File: src/rtl/seg_page_sched.sv
// Page scheduler and serial shift sequencer for a shared 8-digit 74HC595 7-segment display.
// Define SEG_LEAD_ZERO_BLANK_EN to blank leading-zero digits (digit 7 always shown).
module seg_page_sched #(
    parameter int unsigned NREQ       = 4,
    parameter int unsigned DEB_CYC    = 20000,
    parameter int unsigned ROT_FRAMES = 0,
    parameter int unsigned DIV        = 4
) (
    input  logic                    clk,
    input  logic                    rst_n,
    input  logic                    key_n,
    input  logic [NREQ-1:0]         req_vld,
    input  logic [32*NREQ-1:0]      req_data,
    output logic [NREQ-1:0]         req_ack,
    output logic                    ds,
    output logic                    shclk,
    output logic                    stclk,
    output logic [$clog2(NREQ)-1:0] page
);

    localparam int unsigned PageW = $clog2(NREQ);
    localparam int unsigned DebW  = $clog2(DEB_CYC + 1);
    localparam int unsigned RotW  = (ROT_FRAMES > 0) ? $clog2(ROT_FRAMES + 1) : 1;
    localparam int unsigned DivW  = (DIV > 1) ? $clog2(DIV) : 1;

    localparam logic [PageW-1:0] LastPage = PageW'(NREQ - 1);
    localparam logic [DebW-1:0]  DebMax   = DebW'(DEB_CYC);
    localparam logic [DebW-1:0]  DebLast  = DebW'(DEB_CYC - 1);
    localparam logic [DebW-1:0]  DebOne   = DebW'(1);
    localparam logic [DivW-1:0]  DivLast  = DivW'(DIV - 1);
    localparam logic [DivW-1:0]  DivOne   = DivW'(1);
    localparam logic [RotW-1:0]  RotLast  = RotW'((ROT_FRAMES > 0) ? ROT_FRAMES - 1 : 0);
    localparam logic [RotW-1:0]  RotOne   = RotW'(1);
    localparam logic [PageW-1:0] PageOne  = PageW'(1);

    typedef enum logic [1:0] {
        StLoad,
        StShift,
        StLatch
    } state_e;

    state_e            state_q, state_d;
    logic [2:0]        digit_q, digit_d;
    logic [3:0]        bit_q, bit_d;
    logic              phase_q, phase_d;
    logic [DivW-1:0]   div_q, div_d;
    logic [15:0]       word_q, word_d;
    logic [31:0]       snapshot_q, snapshot_d;
    logic [PageW-1:0]  page_q, page_d;
    logic [RotW-1:0]   rot_q, rot_d;
    logic [DebW-1:0]   deb_q, deb_d;
    logic              key_meta_q, key_sync_q;
    logic              ds_q, ds_d;
    logic              shclk_q, shclk_d;
    logic              stclk_q, stclk_d;

    logic              press;
    logic              rot_adv;
    logic              frame_end;
    logic              frame_start;
    logic              take;
    logic              cur_vld;
    logic [31:0]       cur_data;
    logic [31:0]       snap_src;
    logic [4:0]        shamt;
    logic [3:0]        nibble;
    logic              blank;
    logic [7:0]        seg;
    logic [7:0]        sel;
    logic [31:0]       chan_data [NREQ];

    function automatic logic [7:0] seg_lut(input logic [3:0] n);
        logic [7:0] s;
        unique case (n)
            4'h0: s = 8'h03;
            4'h1: s = 8'h9F;
            4'h2: s = 8'h25;
            4'h3: s = 8'h0D;
            4'h4: s = 8'h99;
            4'h5: s = 8'h49;
            4'h6: s = 8'h41;
            4'h7: s = 8'h1F;
            4'h8: s = 8'h01;
            4'h9: s = 8'h09;
            4'hA: s = 8'h11;
            4'hB: s = 8'hC1;
            4'hC: s = 8'h63;
            4'hD: s = 8'h85;
            4'hE: s = 8'h61;
            4'hF: s = 8'h71;
        endcase
        return s;
    endfunction

    for (genvar gi = 0; gi < NREQ; gi++) begin : g_chan
        assign chan_data[gi] = req_data[32*gi +: 32];
    end

    // Debounce: count while held low, saturate at DEB_CYC so a held key fires once.
    always_comb begin
        deb_d = deb_q;
        press = 1'b0;
        if (key_sync_q) begin
            deb_d = '0;
        end else if (deb_q != DebMax) begin
            deb_d = deb_q + DebOne;
            press = (deb_q == DebLast);
        end
    end

    // Snapshot source: fresh channel data on a handshaking frame start, else the held copy.
    always_comb begin
        cur_vld     = req_vld[page_q];
        cur_data    = chan_data[page_q];
        frame_start = (state_q == StLoad) && (digit_q == 3'd0);
        take        = frame_start && cur_vld;
        snap_src    = take ? cur_data : snapshot_q;
        snapshot_d  = snap_src;
    end

    always_comb begin
        shamt  = 5'd28 - {digit_q, 2'b00};
        nibble = snap_src[shamt +: 4];
`ifdef SEG_LEAD_ZERO_BLANK_EN
        blank  = (digit_q != 3'd7) && ((snap_src >> shamt) == 32'd0);
`else
        blank  = 1'b0;
`endif
        seg    = blank ? 8'hFF : seg_lut(nibble);
        sel    = 8'h80 >> digit_q;
    end

    always_comb begin
        state_d   = state_q;
        digit_d   = digit_q;
        bit_d     = bit_q;
        phase_d   = phase_q;
        div_d     = div_q;
        word_d    = word_q;
        frame_end = 1'b0;
        unique case (state_q)
            StLoad: begin
                word_d  = {sel, seg};
                bit_d   = 4'd15;
                phase_d = 1'b0;
                div_d   = '0;
                state_d = StShift;
            end
            StShift: begin
                if (div_q == DivLast) begin
                    div_d = '0;
                    if (!phase_q) begin
                        phase_d = 1'b1;
                    end else if (bit_q == 4'd0) begin
                        phase_d = 1'b0;
                        state_d = StLatch;
                    end else begin
                        phase_d = 1'b0;
                        bit_d   = bit_q - 4'd1;
                    end
                end else begin
                    div_d = div_q + DivOne;
                end
            end
            StLatch: begin
                if (div_q == DivLast) begin
                    div_d     = '0;
                    digit_d   = digit_q + 3'd1;
                    state_d   = StLoad;
                    frame_end = (digit_q == 3'd7);
                end else begin
                    div_d = div_q + DivOne;
                end
            end
            default: state_d = StLoad;
        endcase
    end

    // Outputs are registered from the next state so they line up with the FSM without glitches.
    always_comb begin
        shclk_d = (state_d == StShift) && phase_d;
        stclk_d = (state_d == StLatch);
        ds_d    = ds_q;
        if ((state_d == StShift) && !phase_d) begin
            ds_d = word_d[bit_d];
        end
    end

    // A press wins over a coincident rotate and restarts the rotate interval.
    always_comb begin
        rot_d   = rot_q;
        rot_adv = 1'b0;
        if (press) begin
            rot_d = '0;
        end else if ((ROT_FRAMES > 0) && frame_end) begin
            if (rot_q == RotLast) begin
                rot_d   = '0;
                rot_adv = 1'b1;
            end else begin
                rot_d = rot_q + RotOne;
            end
        end
        page_d = page_q;
        if (press || rot_adv) begin
            page_d = (page_q == LastPage) ? '0 : page_q + PageOne;
        end
    end

    always_comb begin
        req_ack = '0;
        if (rst_n && take) begin
            req_ack[page_q] = 1'b1;
        end
    end

    always_ff @(posedge clk) begin
        if (!rst_n) begin
            key_meta_q <= 1'b1;
            key_sync_q <= 1'b1;
            deb_q      <= '0;
            rot_q      <= '0;
            page_q     <= '0;
            snapshot_q <= '0;
            state_q    <= StLoad;
            digit_q    <= 3'd0;
            bit_q      <= 4'd0;
            phase_q    <= 1'b0;
            div_q      <= '0;
            word_q     <= '0;
            ds_q       <= 1'b0;
            shclk_q    <= 1'b0;
            stclk_q    <= 1'b0;
        end else begin
            key_meta_q <= key_n;
            key_sync_q <= key_meta_q;
            deb_q      <= deb_d;
            rot_q      <= rot_d;
            page_q     <= page_d;
            snapshot_q <= snapshot_d;
            state_q    <= state_d;
            digit_q    <= digit_d;
            bit_q      <= bit_d;
            phase_q    <= phase_d;
            div_q      <= div_d;
            word_q     <= word_d;
            ds_q       <= ds_d;
            shclk_q    <= shclk_d;
            stclk_q    <= stclk_d;
        end
    end

    assign ds    = ds_q;
    assign shclk = shclk_q;
    assign stclk = stclk_q;
    assign page  = page_q;

endmodule

File: config.mk
export PLATFORM = sky130hd
export DESIGN_NAME = seg_page_sched
export DESIGN_NICKNAME = d
export VERILOG_FILES = /design/src/rtl/seg_page_sched.sv
export SDC_FILE = /design/constraint.sdc
export NUM_CORES = 1
export LEC_CHECK = 0
export CORE_ASPECT_RATIO = 0.7
export CORE_UTILIZATION = 35
export DETAILED_ROUTE_END_ITERATION = 6
export GPL_TIMING_DRIVEN = 0
export SLEW_MARGIN = 20
export SYNTH_ARGS = -nofsm -noshare
export SYNTH_HDL_FRONTEND = slang
export SYNTH_SLANG_ARGS = --single-unit
File: constraint.sdc
create_clock -name clk -period 8.9 [get_ports clk]
set_input_delay 1.78 -clock clk [delete_from_list [all_inputs] [get_ports clk]]
set_output_delay 1.78 -clock clk [all_outputs]
set_load 0.02 [all_outputs]
==> impl_metrics.toml <==
[timing]
hold_violations = 0
skew_ns = 0.01000
relSlewSlack_pct = 32.04
rsz0062_at_grt = "no"
worst_pin_slew_ns = 1.007
report.final.slew_viol_count = 0
fin_crit_ns = 5.918
max_freq_mhz = 169.0
setup-violations-final = 0
min_period_over_period_pct = 66.49
final.setup.tns_ns = 0

[pwr]
finalPower_uw = 931.8
p_per_area_mw_per_mm2 = 131.3
p_leak_nw = 2.548
ir_worst_vdd_v = 0.00007540

[setup_path]
worst_setup_path_end_kind = "output pin"
critical_path_required_ns = 7.12
startpoint_type = "input pin"
arrival_ns = 4.14
cp_slowest_cell = "clkdlybuf4s50_1"
critical_path_class = "in -> out"
critical_path_peak_fanout = 10
slowest_delay_ns = 0.53
crit_path_frequent_cell = "buf_6"
cp_cell_sequence = "clkdlybuf4s50_1 -> mux4_2 -> buf_6 -> and2_4 -> buf_6 -> buf_8 -> buf_6 -> and3_1 -> clkdlybuf4s50_1"

[logic_synthesis]
synth_fa_ha_area_share_pct = 5.832
seq_area_frac_synth_pct = 31.88
synth_xor_area_share_pct = 2.722
ys.flop_type = "dfxtp_1"
ys_async_sr_fraction_pct = 0
synth_compound_area_share_pct = 12.37
synth_area_leaders = "dfxtp_1 (32%), mux4_2 (15%), ha_1 (5.8%), nor2_1 (4.4%), nand2_1 (4.4%)"
synth-simple-area-share_pct = 19.76
synth.mux.area_fraction_pct = 22.09
synth_area_mm2 = 0.005149
synth_top_area_share_pct = 31.88
syn_area_per_cell_um2 = 9.277
synth_cell_types = 62
synth_top_family_by_area = "multiplexers"
synth_top_area_cell = "dfxtp_1"
synth-edff-count = 0
synth_seq_cells = 82
yosys_warnings = 0
netlist_instances = 555
synth_fp_nets = 714

[clocking]
cts_tree = "yes"
clock-root-buffer = "clkbuf_16"
cts.sinks = 82
clock_latency_ns = 0.35
path_clk_slew_ns = 0.07
hold_buffers = 0
ctsResizeCount = 0
cts_buffers = 9
cts_max_level = 3
clockBufferDepth = 2
post-cts-setup-buffers = 0

[floorplan]
die_y_um = 103.5
core_mm2 = 0.01414
pin_count = 144
die_w_um = 147.0
row_count = 36
die-area_mm2 = 0.01521
initial_core_util_pct = 36.40

[final_layout]
fill_cells = 1322
final_core_util_pct = 50.17
multi_input_area_mm2 = 0.003232
final_cells = 903
n_antenna_cell = 0
layout.nets = 867
regArea_mm2 = 0.001642
area_growth_syn_to_layout_pct = 37.81
drive_above_1_share_pct = 10.38
final_area_mm2 = 0.007096

[global_routing]
grt_overflow_total = 0
antenna_found_initial = 0
grt_max_degree = 16
grt_usage_pct = 21.33
grt_pass1_vias = 4848
grt_first_pass_wirelength_um = 24850

[placement]
dpl_cell_area_mm2 = 0.006808
numPortBuffers = 142
dp.cells = 887
gp_congestion = 0.8428
place_hpwl_um = 12380

[min_path]
hold_path.class = "reg -> reg"

[status]
status = "finished clean"

[flow_run]
cap_violations = 0

[routing]
num_vias = 4821
routedWlPerCell_um = 16.97
route.detailed.drc = 0
drt_iter0_drc = 262
wl_um = 15330
antenna_left = 0
dr.pass1.iters = 5
routed_via_density = 5.339
Yosys cell counts, types with 3 or more instances:
cell type,n
and3_1,10
xor2_1,9
nand4_1,10
mux4_2,34
buf_2,4
o31ai_1,3
nand2_1,60
a31oi_1,4
o22ai_1,6
and2_1,10
a22o_1,4
clkbuf_1,24
and4_1,3
buf_1,3
nor3_1,10
nand2b_1,10
mux2_2,5
a2bb2oi_1,4
o311ai_0,5
mux4_1,4
inv_1,18
dfxtp_1,82
mux2i_1,21
nor2_1,61
o21ai_0,9
a21oi_1,39
a211oi_1,3
buf_6,4
nand3_1,25
xnor2_1,7
ha_1,24
where the power goes:
| group | leakage [nW] | internal [mW] | switching (mW) |
|---|---|---|---|
| sequential | 0.670 | 0.384 | 0.00846 |
| combinational | 1.75 | 0.102 | 0.0773 |
| clock | 0.132 | 0.199 | 0.161 |
cell usage in the layout (no fill, tap or decap), types with 5 or more instances in the layout:
cell,Yosys,routed
nor3_1,10,10
nand2b_1,10,10
nand4_1,10,10
clkdlybuf4s50_1,0,142
xnor2_1,7,7
xor2_1,9,9
a21oi_1,39,39
mux4_2,34,34
ha_1,24,24
o22ai_1,6,6
o311ai_0,5,5
clkbuf_16,0,9
o21ai_0,9,9
dfxtp_1,82,82
and3_1,10,10
inv_1,18,18
nand2_1,60,60
mux2_2,5,5
nand3_1,25,25
and2_1,10,10
nor2_1,61,61
mux2i_1,21,21
clkbuf_1,24,24
per-layer routing:
metal / track usage (%) / share of wire [%]
met4: 6.186 / 1.3
met3: 4.693 / 5.6
met2: 35.95 / 45
met1: 27.79 / 48
met5: 0 / 0
flip-flops by register name, summed over array words and instances, names as in the netlist:
register / cells
shclk: 1
div_q: 2
digit_q: 3
deb_q: 15
ds: 1
key_sync_q: 1
page: 2
snapshot_q: 32
bit_q: 4
word_q: 16
key_meta_q: 1
phase_q: 1
state_q: 2
stclk: 1
logic make-up after synthesis:
logic type / count (synthesis)
AOI/OAI and AO/OA: 97
buffers and inverters: 59
and+or+nand+nor: 213
DFF: 82
muxes: 64
adders and majority gates: 24
xor gates and xnor gates: 16
area by class of cell:
class / instances / share of cell area, %
Timing Repair Buffer: 142 / 20.03
Clock inverter: 6 / 0.6877
Buffer: 38 / 2.768
Tap cell: 190 / 3.350
Multi-Input combinational cell: 414 / 45.55
Inverter: 21 / 1.111
Clock buffer: 10 / 3.368
Sequential cell: 82 / 23.14
stage by stage:
stage,setup slack (ns),hold slack (ns)
after global routing,2.892,0.4694
final,2.982,0.4241
after detailed placement,2.962,0.3960
after floorplan,3.953,0.3863
after CTS,2.961,0.4226
after global placement,2.977,0.4073
worst max-delay path: cells and delay by family:
kind,cells,cell delay [ns]
buf+inv,6,1.53
mux,1,0.49
simple gates,2,0.33
worst paths after layout:
check	start	end	slack, ns	cells after the start
min	key_meta_q$_SDFF_PN1_	key_sync_q$_SDFF_PN1_	0.42	1
min reg2reg	key_meta_q$_SDFF_PN1_	key_sync_q$_SDFF_PN1_	0.42	1
max reg2reg	digit_q[1]$_SDFFE_PN0P_	word_q[4]$_SDFF_PN0_	4.49	17
max	req_vld[3]	req_ack[1]	2.98	9
Power figures use the tool's default switching activity.
